File: src/rtl/fft_pkg.sv
// Shared constants and elaboration-time helpers for the FFT sequencer.
package fft_pkg;

   localparam logic [3:0] ST_IDLE         = 4'd0;
   localparam logic [3:0] ST_LOAD         = 4'd1;
   localparam logic [3:0] ST_COMPUTE      = 4'd2;
   localparam logic [3:0] ST_DRAIN        = 4'd3;
   localparam logic [3:0] ST_UNLOAD       = 4'd4;
   localparam logic [3:0] ST_UNLOAD_DRAIN = 4'd5;
   localparam logic [3:0] ST_DONE         = 4'd6;

   // Ceiling log2; exact for the power-of-two FFT lengths used here.
   function automatic int unsigned fft_log2(input int unsigned v);
      int unsigned r;
      r = 0;
      while ((32'd1 << r) < v) r = r + 1;
      return r;
   endfunction

   // Write-back lag: BRAM read latency plus butterfly pipeline latency.
   function automatic int unsigned fft_wb_depth(input int unsigned ram_lat,
                                                input int unsigned bf_lat);
      return ram_lat + bf_lat;
   endfunction

endpackage

File: src/rtl/fft_wb_delay.sv
// Shift register carrying butterfly write-back addresses across the read + butterfly latency.
module fft_wb_delay
   import fft_pkg::*;
#(
   parameter int unsigned DEPTH = 4,
   parameter int unsigned AW    = 4
) (
   input  logic          clk,
   input  logic          rstn,
   input  logic          in_valid,
   input  logic [AW-1:0] in_a0,
   input  logic [AW-1:0] in_a1,
   output logic          out_valid,
   output logic [AW-1:0] out_a0,
   output logic [AW-1:0] out_a1
);

   localparam int unsigned W = 2 * AW + 1;

   logic [W-1:0] sr [DEPTH];

   always_ff @(posedge clk or negedge rstn) begin
      if (!rstn) begin
         for (int unsigned i = 0; i < DEPTH; i++) sr[i] <= '0;
      end else begin
         sr[0] <= {in_valid, in_a0, in_a1};
         for (int unsigned i = 1; i < DEPTH; i++) sr[i] <= sr[i-1];
      end
   end

   assign {out_valid, out_a0, out_a1} = sr[DEPTH-1];

endmodule

File: src/rtl/fft_ctrl.sv
// In-place radix-2 DIT FFT sequencer: load, log2(N) butterfly stages, paired unload, done pulse.
module fft_ctrl
   import fft_pkg::*;
#(
   parameter int unsigned N       = 16,
   parameter int unsigned RAM_LAT = 1,
   parameter int unsigned BF_LAT  = 3
) (
   input  logic                               clk,
   input  logic                               rstn,
   input  logic                               start_i,
   input  logic                               load_valid_i,
   output logic                               busy_o,
   output logic                               fft_ready_o,
   output logic [3:0]                         state_o,
   output logic [fft_log2(fft_log2(N))-1:0]   stage_o,
   output logic                               rd_en_o,
   output logic [fft_log2(N)-1:0]             rd_addr_x0_o,
   output logic [fft_log2(N)-1:0]             rd_addr_x1_o,
   output logic [fft_log2(N)-2:0]             twiddle_addr_o,
   output logic                               wr_en_x0_o,
   output logic                               wr_en_x1_o,
   output logic [fft_log2(N)-1:0]             wr_addr_x0_o,
   output logic [fft_log2(N)-1:0]             wr_addr_x1_o,
   output logic                               sel_load_o,
   output logic                               out_valid_o
);

   localparam int unsigned LOG2N = fft_log2(N);
   localparam int unsigned AW    = LOG2N;
   localparam int unsigned BW    = LOG2N - 1;
   localparam int unsigned TW    = LOG2N - 1;
   localparam int unsigned SW    = fft_log2(LOG2N);
   localparam int unsigned L     = fft_wb_depth(RAM_LAT, BF_LAT);
   localparam int unsigned CW    = fft_log2(L + RAM_LAT) + 1;

   logic [3:0]    state, state_nx;
   logic [AW-1:0] k, k_nx;
   logic [BW-1:0] b, b_nx;
   logic [SW-1:0] s, s_nx;
   logic [CW-1:0] cnt, cnt_nx;

   logic          rd_en_nx;
   logic [AW-1:0] rd_a0_nx, rd_a1_nx;
   logic [TW-1:0] tw_nx;
   logic          ld_wr_nx;
   logic [AW-1:0] ld_addr_nx;
   logic          push_nx;
   logic          unload_nx;
   logic          ready_nx;

   logic [AW-1:0] b_ext, half_c, pos_c, grp_c, a0_c, a1_c, tw_sh_c;
   logic          dl_v;
   logic [AW-1:0] dl_a0, dl_a1;
   logic [RAM_LAT-1:0] uv;

   // Butterfly operand addressing for stage s, butterfly b.
   assign b_ext   = AW'(b);
   assign half_c  = AW'(1) << s;
   assign pos_c   = b_ext & (half_c - AW'(1));
   assign grp_c   = b_ext >> s;
   assign a0_c    = ((grp_c << s) << 1) | pos_c;
   assign a1_c    = a0_c | half_c;
   assign tw_sh_c = pos_c << (AW'(LOG2N - 1) - AW'(s));

   always_ff @(posedge clk or negedge rstn) begin
      if (!rstn) begin
         state <= ST_IDLE;
         k     <= '0;
         b     <= '0;
         s     <= '0;
         cnt   <= '0;
      end else begin
         state <= state_nx;
         k     <= k_nx;
         b     <= b_nx;
         s     <= s_nx;
         cnt   <= cnt_nx;
      end
   end

   always_comb begin
      state_nx   = state;
      k_nx       = k;
      b_nx       = b;
      s_nx       = s;
      cnt_nx     = cnt;
      rd_en_nx   = 1'b0;
      rd_a0_nx   = '0;
      rd_a1_nx   = '0;
      tw_nx      = '0;
      ld_wr_nx   = 1'b0;
      ld_addr_nx = '0;
      push_nx    = 1'b0;
      unload_nx  = 1'b0;
      ready_nx   = 1'b0;
      case (state)
         ST_IDLE: begin
            if (start_i) begin
               state_nx = ST_LOAD;
               k_nx     = '0;
               s_nx     = '0;
            end
         end
         ST_LOAD: begin
            if (load_valid_i) begin
               ld_wr_nx   = 1'b1;
               ld_addr_nx = k;
               k_nx       = k + AW'(1);
               if (k == AW'(N - 1)) begin
                  state_nx = ST_COMPUTE;
                  b_nx     = '0;
                  s_nx     = '0;
               end
            end
         end
         ST_COMPUTE: begin
            rd_en_nx = 1'b1;
            rd_a0_nx = a0_c;
            rd_a1_nx = a1_c;
            tw_nx    = TW'(tw_sh_c);
            push_nx  = 1'b1;
            if (b == BW'(N / 2 - 1)) begin
               state_nx = ST_DRAIN;
               b_nx     = '0;
               cnt_nx   = '0;
            end else begin
               b_nx = b + BW'(1);
            end
         end
         // No reads here, so the last write-back of a stage lands before the next stage reads.
         ST_DRAIN: begin
            if (cnt == CW'(L - 1)) begin
               b_nx = '0;
               if (s == SW'(LOG2N - 1)) begin
                  state_nx = ST_UNLOAD;
               end else begin
                  s_nx     = s + SW'(1);
                  state_nx = ST_COMPUTE;
               end
            end else begin
               cnt_nx = cnt + CW'(1);
            end
         end
         ST_UNLOAD: begin
            rd_en_nx  = 1'b1;
            rd_a0_nx  = {b, 1'b0};
            rd_a1_nx  = {b, 1'b1};
            unload_nx = 1'b1;
            if (b == BW'(N / 2 - 1)) begin
               state_nx = ST_UNLOAD_DRAIN;
               b_nx     = '0;
               cnt_nx   = '0;
            end else begin
               b_nx = b + BW'(1);
            end
         end
         ST_UNLOAD_DRAIN: begin
            if (cnt == CW'(RAM_LAT - 1)) state_nx = ST_DONE;
            else                         cnt_nx   = cnt + CW'(1);
         end
         ST_DONE: begin
            ready_nx = 1'b1;
            state_nx = ST_IDLE;
         end
         default: state_nx = ST_IDLE;
      endcase
   end

   fft_wb_delay #(
      .DEPTH (L),
      .AW    (AW)
   ) u_wb_delay (
      .clk       (clk),
      .rstn      (rstn),
      .in_valid  (push_nx),
      .in_a0     (rd_a0_nx),
      .in_a1     (rd_a1_nx),
      .out_valid (dl_v),
      .out_a0    (dl_a0),
      .out_a1    (dl_a1)
   );

   // Registered datapath controls; load writes and butterfly write-backs never coincide.
   always_ff @(posedge clk or negedge rstn) begin
      if (!rstn) begin
         busy_o         <= 1'b0;
         fft_ready_o    <= 1'b0;
         rd_en_o        <= 1'b0;
         rd_addr_x0_o   <= '0;
         rd_addr_x1_o   <= '0;
         twiddle_addr_o <= '0;
         wr_en_x0_o     <= 1'b0;
         wr_en_x1_o     <= 1'b0;
         wr_addr_x0_o   <= '0;
         wr_addr_x1_o   <= '0;
         sel_load_o     <= 1'b0;
         out_valid_o    <= 1'b0;
         uv             <= '0;
      end else begin
         busy_o         <= (state_nx != ST_IDLE);
         fft_ready_o    <= ready_nx;
         rd_en_o        <= rd_en_nx;
         rd_addr_x0_o   <= rd_a0_nx;
         rd_addr_x1_o   <= rd_a1_nx;
         twiddle_addr_o <= tw_nx;
         wr_en_x0_o     <= ld_wr_nx | dl_v;
         wr_en_x1_o     <= dl_v;
         wr_addr_x0_o   <= ld_wr_nx ? ld_addr_nx : (dl_v ? dl_a0 : '0);
         wr_addr_x1_o   <= dl_v ? dl_a1 : '0;
         sel_load_o     <= ld_wr_nx;
         uv             <= RAM_LAT'({uv, unload_nx});
         out_valid_o    <= uv[RAM_LAT-1];
      end
   end

   assign state_o = state;
   assign stage_o = s;

endmodule

File: config.mk
export PLATFORM = sky130hd
export DESIGN_NAME = fft_ctrl
export DESIGN_NICKNAME = d
export VERILOG_FILES = /design/src/rtl/fft_pkg.sv /design/src/rtl/fft_wb_delay.sv /design/src/rtl/fft_ctrl.sv
export SDC_FILE = /design/constraint.sdc
export NUM_CORES = 1
export LEC_CHECK = 0
export ABC_AREA = 1
export BUFFER_PORTS_ARGS = -buffer_cell sky130_fd_sc_hd__clkbuf_2
export CAP_MARGIN = 20
export CORE_MARGIN = 4
export CORE_UTILIZATION = 50
export DETAILED_ROUTE_END_ITERATION = 16
export GPL_TIMING_DRIVEN = 0
export PLACE_DENSITY = 0.7
export SLEW_MARGIN = 5
export SYNTH_ARGS = -nofsm -noshare
export SYNTH_HDL_FRONTEND = slang
export SYNTH_SLANG_ARGS = --single-unit
File: constraint.sdc
create_clock -name clk -period 1.6 [get_ports clk]
set_input_delay 0.08 -clock clk [delete_from_list [all_inputs] [get_ports clk]]
set_output_delay 0.08 -clock clk [all_outputs]
set_load 0.05 [all_outputs]
==> results of run 1 <==
-- final timing paths --
| path | from | endpoint | depth (start not counted) |
|---|---|---|---|
| max in group asynchronous | rstn | state_o[0] | 3 |
| worst min-delay path | load_valid_i | wr_addr_x0_o[0] | 3 |
| worst min register to register | u_wb_delay.sr[19] | u_wb_delay.sr[10] | 0 |
| min in group asynchronous | rstn | wr_addr_x0_o[2] | 2 |
| worst max register to register | b[0] | busy_o | 6 |
| worst max-delay path | b[0] | busy_o | 6 |
-- cells in the final DEF (no fill, tap or decap), types with 2 or more instances in the layout --
cell      count
nand4_1       2
nand3b_1      2
dfrtp_1      69
inv_2         6
nor2_2        4
clkbuf_8     10
dfrtp_2       3
nand2_4       5
nand2_2       2
o21ai_2       2
ha_1          9
clkinv_4      2
nor2_1       15
nand3_1      18
nand2_1      49
a21oi_1       5
nor2_4        4
nor3_1        3
clkbuf_2     34
o21bai_1      2
o21ai_0      19
buf_4        10
inv_1        30
-- state kept, by name, summed over array words and instances (netlist names), 2 cells and up --
register and count:
b 3, cnt 4, k 4, stage_o 2, state_o 4, twiddle_addr_o 3
u_wb_delay.out_a0 4, u_wb_delay.out_a1 4, u_wb_delay.sr 27, wr_addr_x0_o 4, wr_addr_x1_o 4
-- synth_stat cells --
cell type / count / share of area [%]
dfrtp_1: 72 / 63
nand2_1: 49 / 6.4
inv_1: 32 / 4.2
nand3_1: 19 / 3.3
o21ai_0: 19 / 3.3
nor2_1: 16 / 2.1
ha_1: 10 / 4.4
buf_4: 9 / 2.4
a21oi_1: 5 / 0.87
nand2_4: 5 / 2.0
inv_2: 4 / 0.52
nor2_4: 4 / 1.6
nor2_2: 3 / 0.65
nor3_1: 3 / 0.52
clkbuf_1: 2 / 0.26
nand2_2: 2 / 0.44
nand3b_1: 2 / 0.52
nand4_1: 2 / 0.44
o21ai_2: 2 / 0.61
o21bai_1: 2 / 0.52
a211oi_1: 1 / 0.26
a21o_1: 1 / 0.26
a31oi_1: 1 / 0.22
conb_1: 1 / 0.13
o21ai_1: 1 / 0.17
o221ai_1: 1 / 0.30
or2_1: 1 / 0.22
or2_2: 1 / 0.22
xnor2_1: 1 / 0.30
xor2_1: 1 / 0.30
-- through the flow --
stage | worst slack (ps) | setup TNS, ps | utilization, % | power [mW]
CTS | 7.052 | 0 | 61.20 | 3.513
detailed placement | 50.33 | 0 | 57.29 | 2.053
global placement | -192.2 | -4214 | 56.89 | 2.043
finish | 145.8 | 0 | 61.65 | 3.469
global route | 7.099 | 0 | 61.65 | 3.616
floorplan | 6.856 | 0 | - | 1.982
-- cell families after synthesis --
family | Yosys count | synth area share [%]
and+or+nand+nor | 107 | 18.34
xor gates and xnor gates | 2 | 0.6099
AOI/OAI and AO/OA | 33 | 6.533
other | 1 | 0.1305
buffers and inverters | 47 | 7.317
DFF | 72 | 62.72
adders and majority gates | 10 | 4.355
-- cell type report --
class | instances | area [µm²]
Sequential cell | 72 | 1805
Clock inverter | 7 | 80.08
Timing Repair Buffer | 38 | 215.2
Multi-Input combinational cell | 153 | 880.8
Tap cell | 72 | 90.09
Clock buffer | 9 | 123.9
Fill cell | 478 | 2125
Inverter | 36 | 135.1
Buffer | 11 | 85.08
-- power by group through the flow --
stage          Clock [mW]  Combinational, mW  Sequential, mW
4_1_cts              1.49              0.169            1.85
6_report             1.45              0.166            1.85
5_1_grt              1.58              0.187            1.85
3_3_place_gp            0              0.157            1.89
2_1_floorplan           0             0.0711            1.91
3_5_place_dp            0              0.166            1.89
-- layer usage --
layer | global-route usage (%) | part of all wire, %
met5 | 0 | 0
met4 | 6.140 | 1.3
met3 | 3.949 | 3.7
met2 | 25.89 | 51
met1 | 19.75 | 44
-- worst min-delay path, cell delays in order --
cell,delay [ps]
clkbuf_2,120
nand2_4,130
a21oi_1,70
-- what timing repair did --
action | CTS | global route
hold buffers | 1 | 0
pin swaps | 0 | 1
endpoints found under the hold margin | 28 | 0
setup endpoints to repair | 1 | 7
resized for setup | 1 | 5
buffers inserted | 0 | 1
==> flow_metrics.tcl, run 1 <==
set metrics [dict create \
    core.rowCount 27 \
    place_congestion 0.8639 \
    drt_iter0_markers 102 \
    crit_required_ps 1830 \
    grt_pass1_wl_mm 8.749 \
    ant_nets 0 \
    setup-violations-final 0 \
    worst_hold_path_type "input pin to register" \
    start_kind "register" \
    fin_area_um2 3416 \
    grt_pass1_vias 1938 \
    ys_seq_area_share_pct 62.72 \
    synth-seq-cells 72 \
    slowest_stage "dfrtp_1" \
    fin_cells 398 \
    p_sw_mw 0.8500 \
    area_growth_pct 18.90 \
    cts.reportedPaths.clkPinSlew_ps 80 \
    antenna_cells 0 \
    die_width_um 83.80 \
    wl_mm 4.808 \
    syn_avg_cell_area_um2 10.56 \
    port_buffers 35 \
    netlist_instances 272 \
    holdWs_ps 102.2 \
    crit_chain "ha_1 -> ha_1 -> o21ai_2 -> nor2_4 -> nor2_1 -> nand2_1" \
    end_kind "register" \
    ys_types 30 \
    skew_ps 6.051 \
    hpwl_mm 3.498 \
    yosysWarnings 0 \
    synth_nets 286 \
    firstDrtPassIters 4 \
    crit_top_cell "ha_1" \
    wl_per_cell_um 12.08 \
    layout.nets 335 \
    arrival_ps 1680 \
    critPathBufInv 0 \
    drive_gt1_share_pct 28.22 \
    clock_latency_ps 340 \
    placed_cell_area_um2 3174 \
    start_util_pct 51.85 \
    die_area_um2 7022 \
    core-area_um2 5540 \
    htreeDepth 3 \
    grt_max_degree 45 \
    rsz0062_at_grt "false" \
    status "finished, final reports clean" \
    hold_viol_final 0 \
    comb_power_share_pct 4.8 \
    cts_made_buffers 9 \
    cts_num_sinks 72 \
    cts_tree "built" \
    crit_family "adder cells" \
    p_int_mw 2.619 \
    path_class "register to register" \
    antenna_found_initial 0 \
    die_h_um 83.80 \
    maxSlewViolCount 0 \
    grt.total_usage_pct 15.66 \
    max-cap-violations 0 \
    ioPinCount 36 \
    min_period_ps 1454 \
    cts_max_path_buffers 2 \
    drcViolationCount 0 \
    leakage_nw 1.900 \
    worst_path_largest_cell_delay_ps 430 \
    netSwitchingFraction_pct 24.51 \
    viasPerCell 4.749 \
    p_clk_share_pct 41.9 \
    cellPowerDensity_nw_per_um2 1015 \
    finalCritPeriodShare_pct 90.89 \
    irDropWorstVdd_mv 0.5527 \
    power_frac_seq_pct 53.3 \
    critPathMaxFanout 7 \
    via_count 1890 \
    fmax_mhz 687.6 \
    r2r_slack_ps 150 \
    syn_area_um2 2873 \
    placed_cells 380 \
    grt-ovfl-total 0 \
    cts_root_buf "clkbuf_8" \
]
Power figures use the tool's default switching activity.
==> run 2: changes to the inputs <==
--- a/config.mk
+++ b/config.mk
@@ -12,7 +12,7 @@
 export CORE_UTILIZATION = 50
 export DETAILED_ROUTE_END_ITERATION = 16
 export GPL_TIMING_DRIVEN = 0
-export PLACE_DENSITY = 0.7
+export PLACE_DENSITY = 0.77
 export SLEW_MARGIN = 5
 export SYNTH_ARGS = -nofsm -noshare
 export SYNTH_HDL_FRONTEND = slang
==> flow_metrics.tcl, run 2 (synthesis gave the netlist of run 1 again) <==
set metrics [dict create \
    firstDrtPassIters 4 \
    hpwl_mm 3.627 \
    ioPinCount 36 \
    min_period_ps 1501 \
    pre_cts_ws_ps -18.86 \
    rr_worst_depth 8 \
    critPathMaxFanout 10 \
    cts.reportedPaths.clkPinSlew_ps 80 \
    irDropWorstVdd_mv 0.5240 \
    die_width_um 83.80 \
    wl_mm 4.974 \
    leakage_nw 1.901 \
    crit_required_ps 1860 \
    cts_tree "built" \
    layout.nets 335 \
    area_growth_pct 19.03 \
    maxSlewViolCount 0 \
    largest_reg_flops 27 \
    die_h_um 83.80 \
    cts_root_buf "clkbuf_8" \
    skew_ps 4.918 \
    drive_gt1_share_pct 27.91 \
    start_util_pct 51.85 \
    drcViolationCount 0 \
    path_class "register to register" \
    fmax_mhz 666.2 \
    antenna_cells 0 \
    totalPowerFinal_mw 3.461 \
    grt_pass1_vias 1913 \
    clock_latency_ps 340 \
    antenna_found_initial 0 \
    cts_num_sinks 72 \
    setup-violations-final 0 \
    viasPerCell 4.894 \
    final_cell_mix "69 x dfrtp_1, 49 x nand2_1, 34 x clkbuf_2" \
    hold_viol_final 0 \
    setup_ws_ps 99.00 \
    cellPowerDensity_nw_per_um2 1012 \
    layout_commonest_cell "dfrtp_1" \
    grt_max_degree 63 \
    status "finished, final reports clean" \
    die_area_um2 7022 \
    cts_made_buffers 9 \
    end_kind "register" \
    grt-ovfl-total 0 \
    regMostFlops "u_wb_delay.sr" \
    fillers 461 \
    drt_iter0_markers 122 \
    ant_nets 0 \
    port_buffers 35 \
    via_count 1948 \
    core.rowCount 27 \
    cts_max_path_buffers 2 \
    start_kind "register" \
    final_core_util_pct 61.72 \
    core-area_um2 5540 \
    grt_pass1_wl_mm 8.673 \
    holdPathStages 3 \
    worst_hold_path_type "input pin to register" \
    finalCritPeriodShare_pct 93.81 \
    place_congestion 0.8720 \
    wl_per_cell_um 12.50 \
    htreeDepth 3 \
    max-cap-violations 0 \
    grt.total_usage_pct 15.81 \
    arrival_ps 1760 \
]
[run 2: changes by cell type in the layout (fill, tap and decap cells not counted), sizes merged]
cell / delta
inv: +1
clkinv: -2
clkinvlp: +1
[run 2: final timing paths]
check,end,slack (ps),start
setup reg to reg,twiddle_addr_o[2],100,stage_o[1]
min in group asynchronous,k[1],140,rstn
max in group asynchronous,stage_o[0],930,rstn
setup / recovery,twiddle_addr_o[2],100,stage_o[1]
hold reg to reg,u_wb_delay.out_a0[1],350,u_wb_delay.sr[14]
hold / removal,sel_load_o,90,load_valid_i
[run 2: power by group]
group,leakage (nW),internal (mW),switching (mW)
Combinational,0.809,0.0466,0.123
Clock,0.0982,0.738,0.703
Sequential,0.995,1.84,0.0150
Total,1.90,2.62,0.841
[run 2: worst max-delay path, stage by stage (launching register included)]
cell	delay, ps
dfrtp_2	490
inv_1	140
ha_2	210
inv_1	70
nand2_1	80
nand3_2	100
nor2_1	110
o21ai_0	80
a21oi_1	150
[run 2: stage by stage]
step | setup TNS [ps] | hold slack [ps] | cells | instance area, µm²
2_1_floorplan | 0 | -215.6 | 272 | 2887
3_3_place_gp | -2397 | 331.4 | 379 | 3152
3_5_place_dp | -18.86 | -33.85 | 380 | 3182
4_1_cts | 0 | 78.29 | 398 | 3402
5_1_grt | -5.111 | 103.9 | 398 | 3420
6_report | 0 | 89.85 | 398 | 3420
[run 2: per-layer routing]
layer	share of wire, %	global-route usage, %
met5	0	0
met4	2.6	8.333
met3	4.2	4.442
met2	51	25.09
met1	43	19.62
[run 2: area by class of cell]
type	instances	area [µm²]	share of cell area, %
Sequential cell	72	1805	52.80
Multi-Input combinational cell	153	875.8	25.61
Timing Repair Buffer	38	222.7	6.513
Inverter	36	137.6	4.025
Clock buffer	9	123.9	3.622
Tap cell	72	90.09	2.634
Buffer	11	85.08	2.488
Clock inverter	7	78.83	2.305
[run 2: repair_timing]
| action | in CTS | in global routing |
|---|---|---|
| setup buffers | 1 | 0 |
| gates resized for setup | 0 | 6 |
| setup endpoints to repair | 1 | 7 |
| hold buffers | 1 | 0 |
| hold endpoints to repair | 72 | 0 |
